**src/rtl/t09_pkg.sv**
```systemverilog
// Shared types for the t09 frame tracker: object codes, scan FSM states and
// the update-FIFO entry layout.
package t09_pkg;

  localparam logic [2:0] OBJ_EMPTY  = 3'b000;
  localparam logic [2:0] OBJ_HEAD   = 3'b001;
  localparam logic [2:0] OBJ_BODY   = 3'b010;
  localparam logic [2:0] OBJ_APPLE  = 3'b011;
  localparam logic [2:0] OBJ_BORDER = 3'b100;

  typedef enum logic [1:0] {
    ST_IDLE  = 2'd0,
    ST_SYNC  = 2'd1,
    ST_SCAN  = 2'd2,
    ST_DRAIN = 2'd3
  } state_e;

  typedef struct packed {
    logic [3:0] x;
    logic [3:0] y;
    logic [2:0] code;
  } upd_entry_t;

  localparam int UPD_W = $bits(upd_entry_t);

endpackage

```
**src/rtl/t09_upd_fifo.sv**
```systemverilog
// Synchronous show-ahead FIFO for cell updates; the head is valid whenever
// the FIFO is non-empty. DEPTH must be a power of two.
module t09_upd_fifo #(
  parameter int DEPTH = 4,
  parameter int W     = 11,
  localparam int AW   = (DEPTH > 1) ? $clog2(DEPTH) : 1
) (
  input  logic         clk,
  input  logic         nrst,
  input  logic         push,
  input  logic         pop,
  input  logic [W-1:0] wdata,
  output logic [W-1:0] head,
  output logic [AW:0]  count,
  output logic         full,
  output logic         empty
);

  logic [W-1:0]  mem_q [DEPTH];
  logic [W-1:0]  mem_d [DEPTH];
  logic [AW-1:0] rd_q, rd_d, wr_q, wr_d;
  logic [AW:0]   cnt_q, cnt_d;
  logic          do_push, do_pop;

  assign empty = (cnt_q == '0);
  assign full  = (cnt_q == (AW+1)'(DEPTH));
  assign head  = mem_q[rd_q];
  assign count = cnt_q;

  always_comb begin
    do_pop  = pop && !empty;
    // When full, the slot being written is the one the head vacates.
    do_push = push && (!full || do_pop);
    mem_d   = mem_q;
    rd_d    = rd_q;
    wr_d    = wr_q;
    if (do_push) begin
      mem_d[wr_q] = wdata;
      wr_d        = wr_q + 1'b1;
    end
    if (do_pop) rd_d = rd_q + 1'b1;
    cnt_d = cnt_q + (AW+1)'(do_push) - (AW+1)'(do_pop);
  end

  always_ff @(posedge clk or negedge nrst) begin
    if (!nrst) begin
      for (int i = 0; i < DEPTH; i++) mem_q[i] <= '0;
      rd_q  <= '0;
      wr_q  <= '0;
      cnt_q <= '0;
    end else begin
      mem_q <= mem_d;
      rd_q  <= rd_d;
      wr_q  <= wr_d;
      cnt_q <= cnt_d;
    end
  end

endmodule

```
**src/rtl/t09_frame_scan_ctrl.sv**
```systemverilog
// Frame scan sequencer: steps the tracker over the grid once per frame and
// queues changed cells for the display writer. Optional T09_DIRTY_COUNT_EN
// adds a per-frame pushed-update counter on dirty_count.
module t09_frame_scan_ctrl
  import t09_pkg::*;
#(
  parameter int GRID_W     = 16,
  parameter int GRID_H     = 12,
  parameter int FIFO_DEPTH = 4
) (
  input  logic       clk,
  input  logic       nrst,
  input  logic       frame_start,
  input  logic       redraw,
  input  logic       diff,
  input  logic [3:0] trk_x,
  input  logic [3:0] trk_y,
  input  logic [2:0] obj_code,
  output logic       trk_enable,
  output logic       trk_sync,
  output logic       upd_valid,
  input  logic       upd_ready,
  output logic [3:0] upd_x,
  output logic [3:0] upd_y,
  output logic [2:0] upd_code,
  output logic       busy,
  output logic       frame_done,
  output logic       upd_drop,
  output logic [7:0] dirty_count
);

  localparam int         CW        = $clog2(FIFO_DEPTH) + 1;
  localparam logic [7:0] LAST_CELL = 8'(GRID_W * GRID_H - 1);

  state_e        state_q, state_d;
  logic [7:0]    cell_q, cell_d;
  logic          drop_q, drop_d;
  logic          push, pop, full, empty, room;
  logic [CW-1:0] fifo_count, count_next;
  upd_entry_t    wr_s, head_s;
  logic [UPD_W-1:0] head_raw;

  assign wr_s = '{x: trk_x, y: trk_y, code: obj_code};

  t09_upd_fifo #(.DEPTH(FIFO_DEPTH), .W(UPD_W)) u_fifo (
    .clk   (clk),
    .nrst  (nrst),
    .push  (push),
    .pop   (pop),
    .wdata (wr_s),
    .head  (head_raw),
    .count (fifo_count),
    .full  (full),
    .empty (empty)
  );

  assign head_s    = upd_entry_t'(head_raw);
  assign upd_valid = !empty;
  assign upd_x     = head_s.x;
  assign upd_y     = head_s.y;
  assign upd_code  = head_s.code;
  assign busy      = (state_q != ST_IDLE);
  assign trk_sync  = (state_q == ST_SYNC);
  assign upd_drop  = drop_q;

  always_comb begin
    pop  = upd_valid && upd_ready;
    // A full FIFO can still take a capture in the cycle its head leaves.
    room = !full || pop;
    push = diff && room;
    count_next = fifo_count + CW'(push) - CW'(pop);
    trk_enable = (state_q == ST_SCAN) && (count_next < CW'(FIFO_DEPTH));
    drop_d     = (drop_q && !trk_sync) || (diff && !room);

    state_d    = state_q;
    cell_d     = cell_q;
    frame_done = 1'b0;
    unique case (state_q)
      ST_IDLE: if (frame_start) begin
        state_d = redraw ? ST_SYNC : ST_SCAN;
        cell_d  = '0;
      end
      ST_SYNC: begin
        state_d = ST_SCAN;
        cell_d  = '0;
      end
      ST_SCAN: if (trk_enable) begin
        cell_d = cell_q + 8'd1;
        if (cell_q == LAST_CELL) state_d = ST_DRAIN;
      end
      ST_DRAIN: if (count_next == '0) begin
        state_d    = ST_IDLE;
        frame_done = 1'b1;
      end
      default: state_d = ST_IDLE;
    endcase
  end

  always_ff @(posedge clk or negedge nrst) begin
    if (!nrst) begin
      state_q <= ST_IDLE;
      cell_q  <= '0;
      drop_q  <= 1'b0;
    end else begin
      state_q <= state_d;
      cell_q  <= cell_d;
      drop_q  <= drop_d;
    end
  end

`ifdef T09_DIRTY_COUNT_EN
  logic [7:0] dcnt_q, dcnt_d, dirty_q, dirty_d;

  // Nothing is pushed in the frame_done cycle, so dcnt_q is already final.
  always_comb begin
    dcnt_d = dcnt_q;
    if (state_q == ST_IDLE && frame_start) dcnt_d = '0;
    else if (push && busy)                 dcnt_d = dcnt_q + 8'd1;
    dirty_d = frame_done ? dcnt_q : dirty_q;
  end

  assign dirty_count = frame_done ? dcnt_q : dirty_q;

  always_ff @(posedge clk or negedge nrst) begin
    if (!nrst) begin
      dcnt_q  <= '0;
      dirty_q <= '0;
    end else begin
      dcnt_q  <= dcnt_d;
      dirty_q <= dirty_d;
    end
  end
`else
  assign dirty_count = '0;
`endif

endmodule
```
**config.mk**
```make
export PLATFORM = sky130hd
export DESIGN_NAME = t09_frame_scan_ctrl
export DESIGN_NICKNAME = d
export VERILOG_FILES = /design/src/rtl/t09_pkg.sv /design/src/rtl/t09_upd_fifo.sv /design/src/rtl/t09_frame_scan_ctrl.sv
export SDC_FILE = /design/constraint.sdc
export NUM_CORES = 1
export LEC_CHECK = 0
export BUFFER_PORTS_ARGS = -buffer_cell sky130_fd_sc_hd__buf_4
export CAP_MARGIN = 20
export CORE_MARGIN = 1.5
export CORE_UTILIZATION = 50
export DETAILED_ROUTE_END_ITERATION = 12
export PLACE_DENSITY_LB_ADDON = 0.05
export REMOVE_ABC_BUFFERS = 1
export SETUP_SLACK_MARGIN = 0.15
export SYNTH_ARGS = -nofsm -noshare
export SYNTH_HDL_FRONTEND = slang
export SYNTH_SLANG_ARGS = --single-unit
```
**constraint.sdc**
```tcl
create_clock -name clk -period 3.3 [get_ports clk]
set_input_delay 0.165 -clock clk [delete_from_list [all_inputs] [get_ports clk]]
set_output_delay 0.165 -clock clk [all_outputs]
set_load 0.02 [all_outputs]
```
Word level (Yosys, flattened, before mapping)
Cells that the tools add are included.

word-level totals
  bits in registers = 62
  input bits = 17
  output and inout bits = 25
  logic and storage cells = 71

cells by class
  $add $sub $neg = 7
  $lt $le $gt $ge = 4
  eq/ne operators = 9
  multiplexer cells = 17
  bitwise operators = 2
  reductions and logical operators = 22

operator list
  operator                                                                      count
  44-bit bitwise mux                                                            1
  11-bit 2-to-1 mux                                                             3
  8-bit one-hot mux with 3 select lines                                         1
  11-bit binary-select mux with 2-bit select                                    1
  11-bit demux with 2-bit select                                                1
  8-bit 2-to-1 mux                                                              2
  2-bit 2-to-1 mux                                                              5
  8-bit by 1-bit adder with 8-bit output, second input constant                 1
  8-bit equality test, second input constant                                    1
  1-bit logical AND                                                             8
  2-bit one-hot mux with 4 select lines                                         1
  3-bit by 1-bit adder with 3-bit output                                        2
  3-bit >= comparator, second input constant                                    2
  3-bit logical NOT                                                             2
  2-bit inequality test, second input constant                                  3
  2-bit NOT with 3-bit output                                                   2
  3-bit by 1-bit subtractor with 3-bit output                                   2
  2-bit by 1-bit adder with 2-bit output, second input constant                 2
  2-bit equality test, second input constant                                    2
  1-bit logical NOT                                                             4
  4-bit AND reduction                                                           1
  3-bit equality test, second input constant                                    1
  1-bit logical OR                                                              3
  3-bit by 1-bit less-than comparator with 1-bit output, second input constant  1
  8 further kinds                                                               9

Logic depth before layout (Yosys ltp)
  depth after elaboration = 11
  gate-level depth with buffers = 11
  depth with buffers taken out = 11

By module
Synthesis repeated with hierarchy kept, for this count alone.

unflattened totals
  cell total of the unflattened synthesis = 238
  area, all modules = 3,203.1 um^2

modules (own cells, without submodules)
  module               instances  cells an instance  area an instance (um^2)
  t09_upd_fifo         1          143                2,322.2
  t09_frame_scan_ctrl  1          95                 880.8

Worst setup path before layout
Ideal clock, no wire load.

  path kind = register to register
  from = register u_fifo.cnt_q[1], in the netlist u_fifo.count[1]
  to = register cell_q[6]
  arrival = 3.043 ns
  slack = 0.125 ns
  stages on the path, launching flop included = 12
  buffers on the path = 0
  clock period less this slack = 3.175 ns
  path through = dfrtp_1 -> or3_2 -> and2_1 -> ha_1 -> inv_1 -> ha_1 -> inv_1 -> fa_1 -> xor3_2 -> a211o_2 -> o21ai_0 -> o41ai_2

on the way
  word-level cells in the longest chain between the ends = 11

RTL lines
  item                                             line                        RTL
  from (decl)                                      t09_upd_fifo.sv:22          logic [AW:0] cnt_q, cnt_d;
  from (signal assigned)                           t09_upd_fifo.sv:55          cnt_q <= cnt_d;
  3-bit logical NOT (*)                            t09_upd_fifo.sv:25          assign empty = (cnt_q == '0);
  1-bit logical NOT (*)                            t09_frame_scan_ctrl.sv:58   assign upd_valid = !empty;
  named net upd_valid                              t09_frame_scan_ctrl.sv:21   output logic upd_valid,
  1-bit logical AND (*)                            t09_frame_scan_ctrl.sv:67   pop = upd_valid && upd_ready;
  1-bit logical OR                                 t09_frame_scan_ctrl.sv:69   room = !full || pop;
  1-bit logical AND                                t09_frame_scan_ctrl.sv:70   push = diff && room;
  3-bit by 1-bit adder with 3-bit output           t09_frame_scan_ctrl.sv:71   count_next = fifo_count + CW'(push) - CW'(pop);
  3-bit by 1-bit subtractor with 3-bit output (*)  t09_frame_scan_ctrl.sv:71
  3-bit less-than comparator (*)                   t09_frame_scan_ctrl.sv:72   trk_enable = (state_q == ST_SCAN) && (count_next < CW'(FIFO_DEPTH));
  1-bit logical AND (*)                            t09_frame_scan_ctrl.sv:72
  2-bit inequality test (no source line) (*)       --
  3-bit AND reduction (no source line) (*)         --
  to (signal assigned)                             t09_frame_scan_ctrl.sv:106  cell_q <= cell_d;
  to (decl)                                        t09_frame_scan_ctrl.sv:36   logic [7:0] cell_q, cell_d;

The timed path passes the listed nets; every way through them passes the cells marked *.
A chain may end at the register's enable or synchronous reset.

Worst setup path after layout
  from = register u_fifo.cnt_q[2], in the netlist u_fifo.count[2]
  to = output trk_enable

on the way
  word-level cells in the longest chain between the ends = 9

RTL lines
  item                                             line                       RTL
  3-bit logical NOT                                t09_upd_fifo.sv:25
  1-bit logical NOT                                t09_frame_scan_ctrl.sv:58
  1-bit logical AND                                t09_frame_scan_ctrl.sv:67
  1-bit logical OR                                 t09_frame_scan_ctrl.sv:69
  1-bit logical AND                                t09_frame_scan_ctrl.sv:70
  3-bit by 1-bit adder with 3-bit output           t09_frame_scan_ctrl.sv:71
  3-bit by 1-bit subtractor with 3-bit output (*)  t09_frame_scan_ctrl.sv:71
  3-bit less-than comparator (*)                   t09_frame_scan_ctrl.sv:72
  1-bit logical AND (*)                            t09_frame_scan_ctrl.sv:72
  to (decl)                                        t09_frame_scan_ctrl.sv:19  output logic trk_enable,

Mark *: on every way between the ends. The rest lies on a longest branch, timed or not.

==> impl_results.md <==
- Worst hold path startpoint: diff
- LEAKAGE: 1.66 nW
- Layout Nets: 303
- Drt first pass iters: 4
- Hold endpoint: upd_drop$_DFF_PN0_
- Inst Count DP: 330
- Max-slew violation count: 0
- Synth Area in Adders: 6.46%
- RSZ-0062 raised after global routing: false
- Slew @ Worst Pin: 0.808 ns
- PortBufs: 33
- Period Utilization, post-route: 91.3%
- Status: completed
- Synth top area cells: dfrtp_1 (49%), mux2_2 (16%), mux4_2 (7.9%)
- Post-DP HPWL: 3350 µm
- 1st-iter DRT viols: 99
- Largest net degree at the start of global routing: 63
- Critical path endpoint category: output pin
- Fmax: 332 MHz
- Total grt overflow: 0
- Clk Latency, worst-skew pair: 0.32 ns
- Relative slew slack: 46.1%
- Tmin final: 3.01 ns
- CP max FO: 5
- Initial core utilization: 52.4%
- WL met2: 2610 µm
- Post-Syn Area per Cell: 13.6 µm²
- Total track usage: 17.7%
- Wirelength per Cell: 14.9 µm
- Finished Layout Cells: 350
- Seq/Total Area, Yosys: 49.4%
- CP Class: reg -> out
- Netlist Area Pre-Place: 3140 µm²
- Setup-failing EPs final: 0
- Synth Register Bits: 62
- Routed WL: 5230 µm
- Gp weighted congestion: 0.785
- Yosys synthesis warning count: 0
- CP arrival: 2.85 ns
- # IOs: 42
- Reported max-cap violation count: 0
- Crit path launch type: flop
- Total Power: 3.97 mW
- Commonest register cell after synthesis: dfrtp_1
- Post-layout util: 61.0%
- Core Rows: 28
- Synth Area in Simple Gates: 6.26%
- Global-route wire length before repair: 8720 µm
- Clk slew on worst S/H paths: 0.06 ns
- Setup TNS: 0 ns
- Antenna Nets Post-Route: 0
- Synth top area share: 49.4%
- Share of cells above drive strength 1: 44.7%
- Post-synthesis xor/xnor area fraction: 2.19%
- RR Endpoint: cell_q[2]$_DFFE_PN0P_
- Hold path cells: 3
- Mapped Cells: 230
- Core Box Area: 5990 µm²
- Largest family of logic cells by synthesized area: multiplexers
- Clk sink count: 62
- Compound-cell area share of the yosys netlist: 4.98%
- Vias per cell: 5.25
- Synth area leader: dfrtp_1
- Post-synthesis mux area share: 25.0%
- Req. time, crit path: 3.13 ns
- M1 WL: 2360 µm
- Die area: 6760 µm²
- Final Hold Fails: 0
- Total CTS buffers: 9
- Ys async rst share: 100%
- Number of diodes: 0
- Worst r2r path cells: 12
- Yosys cell types: 39
- CTS tree: done
- Worst hold path type: in -> reg
- # H-tree levels: 3
- Post-synth EDFFs: 0
- Clk Tree Root Cell: clkbuf_8
- Clock Skew: 0.00573 ns
- Worst vdd ir: 0.000583 V
- Drt drc: 0
- Initial antenna violation count: 0
- Max Used Layer: met4
- FF-to-FF setup slack: 0.30 ns
- Vias in the first global route: 1,860
- Die Height: 82.2 µm
- Total length of routed met3 wires: 196 µm
- Area grow syn2layout: 16.4%
- FF-to-FF Start: u_fifo.count[2]$_DFF_PN0_
- PD cells: 1090 nW/µm²
- Maximum root-to-sink buffer count: 2
- Die width: 82.2 µm
- Via Count: 1,836
==> power by group <==
group	switching, mW	internal (mW)
logic	0.866	1.07
clock network	0.275	0.405
registers	0.244	1.11
total	1.39	2.59
==> cell type report <==
class                      count  area [µm²]
tap                           75        93.8
sequential                    62        1550
inverter                      13        48.8
clock buffer                  12         165
fill                         506        2340
timing repair buffer          40         303
clock inverter                 3        42.5
multi-input combinational    145        1450
==> layer usage <==
layer	GRT usage (%)	vias to the layer above
li1	-	881
met1	22.0	911
met2	29.2	37
met3	4.07	7
met4	8.14	0
met5	0	-
==> state kept, by name, summed over array words and instances, names as in the netlist <==
name and cells:
cell_q 8, u_fifo.mem_q 44, u_fifo.wr_q 2, state_q 2
u_fifo.rd_q 2, u_fifo.count 3, upd_drop 1
==> worst max-delay path, stage by stage, from the launching register on <==
cell	delay [ns]
dfrtp_1	0.43
or3_4	0.34
and2_4	0.18
ha_1	0.26
inv_1	0.07
ha_1	0.14
inv_1	0.05
fa_1	0.36
xor3_2	0.31
and2b_2	0.24
buf_4	0.15
==> cells in the final DEF (no fill, tap or decap), types with 4 or more instances in the layout <==
cell | netlist | routed
inv_1 | 13 | 13
conb_1 | 1 | 8
mux4_2 | 11 | 11
ha_1 | 13 | 13
mux2i_1 | 4 | 4
nand3_1 | 5 | 5
dfrtp_1 | 62 | 62
nor2b_1 | 4 | 4
o21ai_0 | 10 | 9
nand2_2 | 5 | 5
mux2_2 | 44 | 44
clkbuf_8 | 0 | 12
nand2_1 | 11 | 11
buf_4 | 8 | 39
==> cells by family after synthesis <==
kind of cell / Yosys count
buf+inv: 30
mux: 59
xor+xnor: 6
compound gates: 21
fa+ha+maj: 15
other cells: 1
flops: 62
simple gates: 36
==> stage by stage <==
step           hold slack [ns]  worst slack, ns  cell area (µm²)
4_1_cts                 0.0581            0.161             3630
2_1_floorplan           -0.131            0.122             3040
3_5_place_dp             0.302            0.152             3390
5_1_grt                 0.0817            0.163             3650
6_report                0.0724            0.287             3650
3_3_place_gp             0.308            0.204             3390
==> Yosys cell counts, types with 2 or more instances <==
library cell / n
dfrtp_1: 62
buf_4: 8
nor3_1: 2
inv_1: 13
mux4_2: 11
nand2_2: 5
nand3_1: 5
xor2_1: 2
fa_1: 2
o31ai_1: 2
o21ai_0: 10
buf_6: 4
ha_1: 13
mux2i_1: 4
and2_1: 3
nor2b_1: 4
nand2_1: 11
xnor2_1: 3
mux2_2: 44
buf_2: 3
==> worst max path at each step <==
| stage | startpoint | endpoint | slack (ns) | depth (start not counted) |
|---|---|---|---|---|
| after floorplan | u_fifo.count[1]$_DFF_PN0_ | cell_q[6]$_DFFE_PN0P_ | 0.12 | 11 |
| after global placement | u_fifo.count[2]$_DFF_PN0_ | cell_q[5]$_DFFE_PN0P_ | 0.20 | 11 |
| after detailed placement | u_fifo.count[2]$_DFF_PN0_ | cell_q[5]$_DFFE_PN0P_ | 0.15 | 11 |
| after CTS | u_fifo.count[1]$_DFF_PN0_ | trk_enable | 0.16 | 10 |
| after global routing | u_fifo.count[1]$_DFF_PN0_ | trk_enable | 0.16 | 10 |
| final | u_fifo.count[2]$_DFF_PN0_ | trk_enable | 0.29 | 10 |
==> timing repair <==
item | CTS | global route
buffers inserted | 1 | 3
endpoints found under the hold margin | 62 | 0
gates resized for setup | 2 | 2
pin swaps | 0 | 1
endpoints found under the setup margin | 3 | 8
hold buffers | 1 | 0
(Power assumes the default switching activity.)
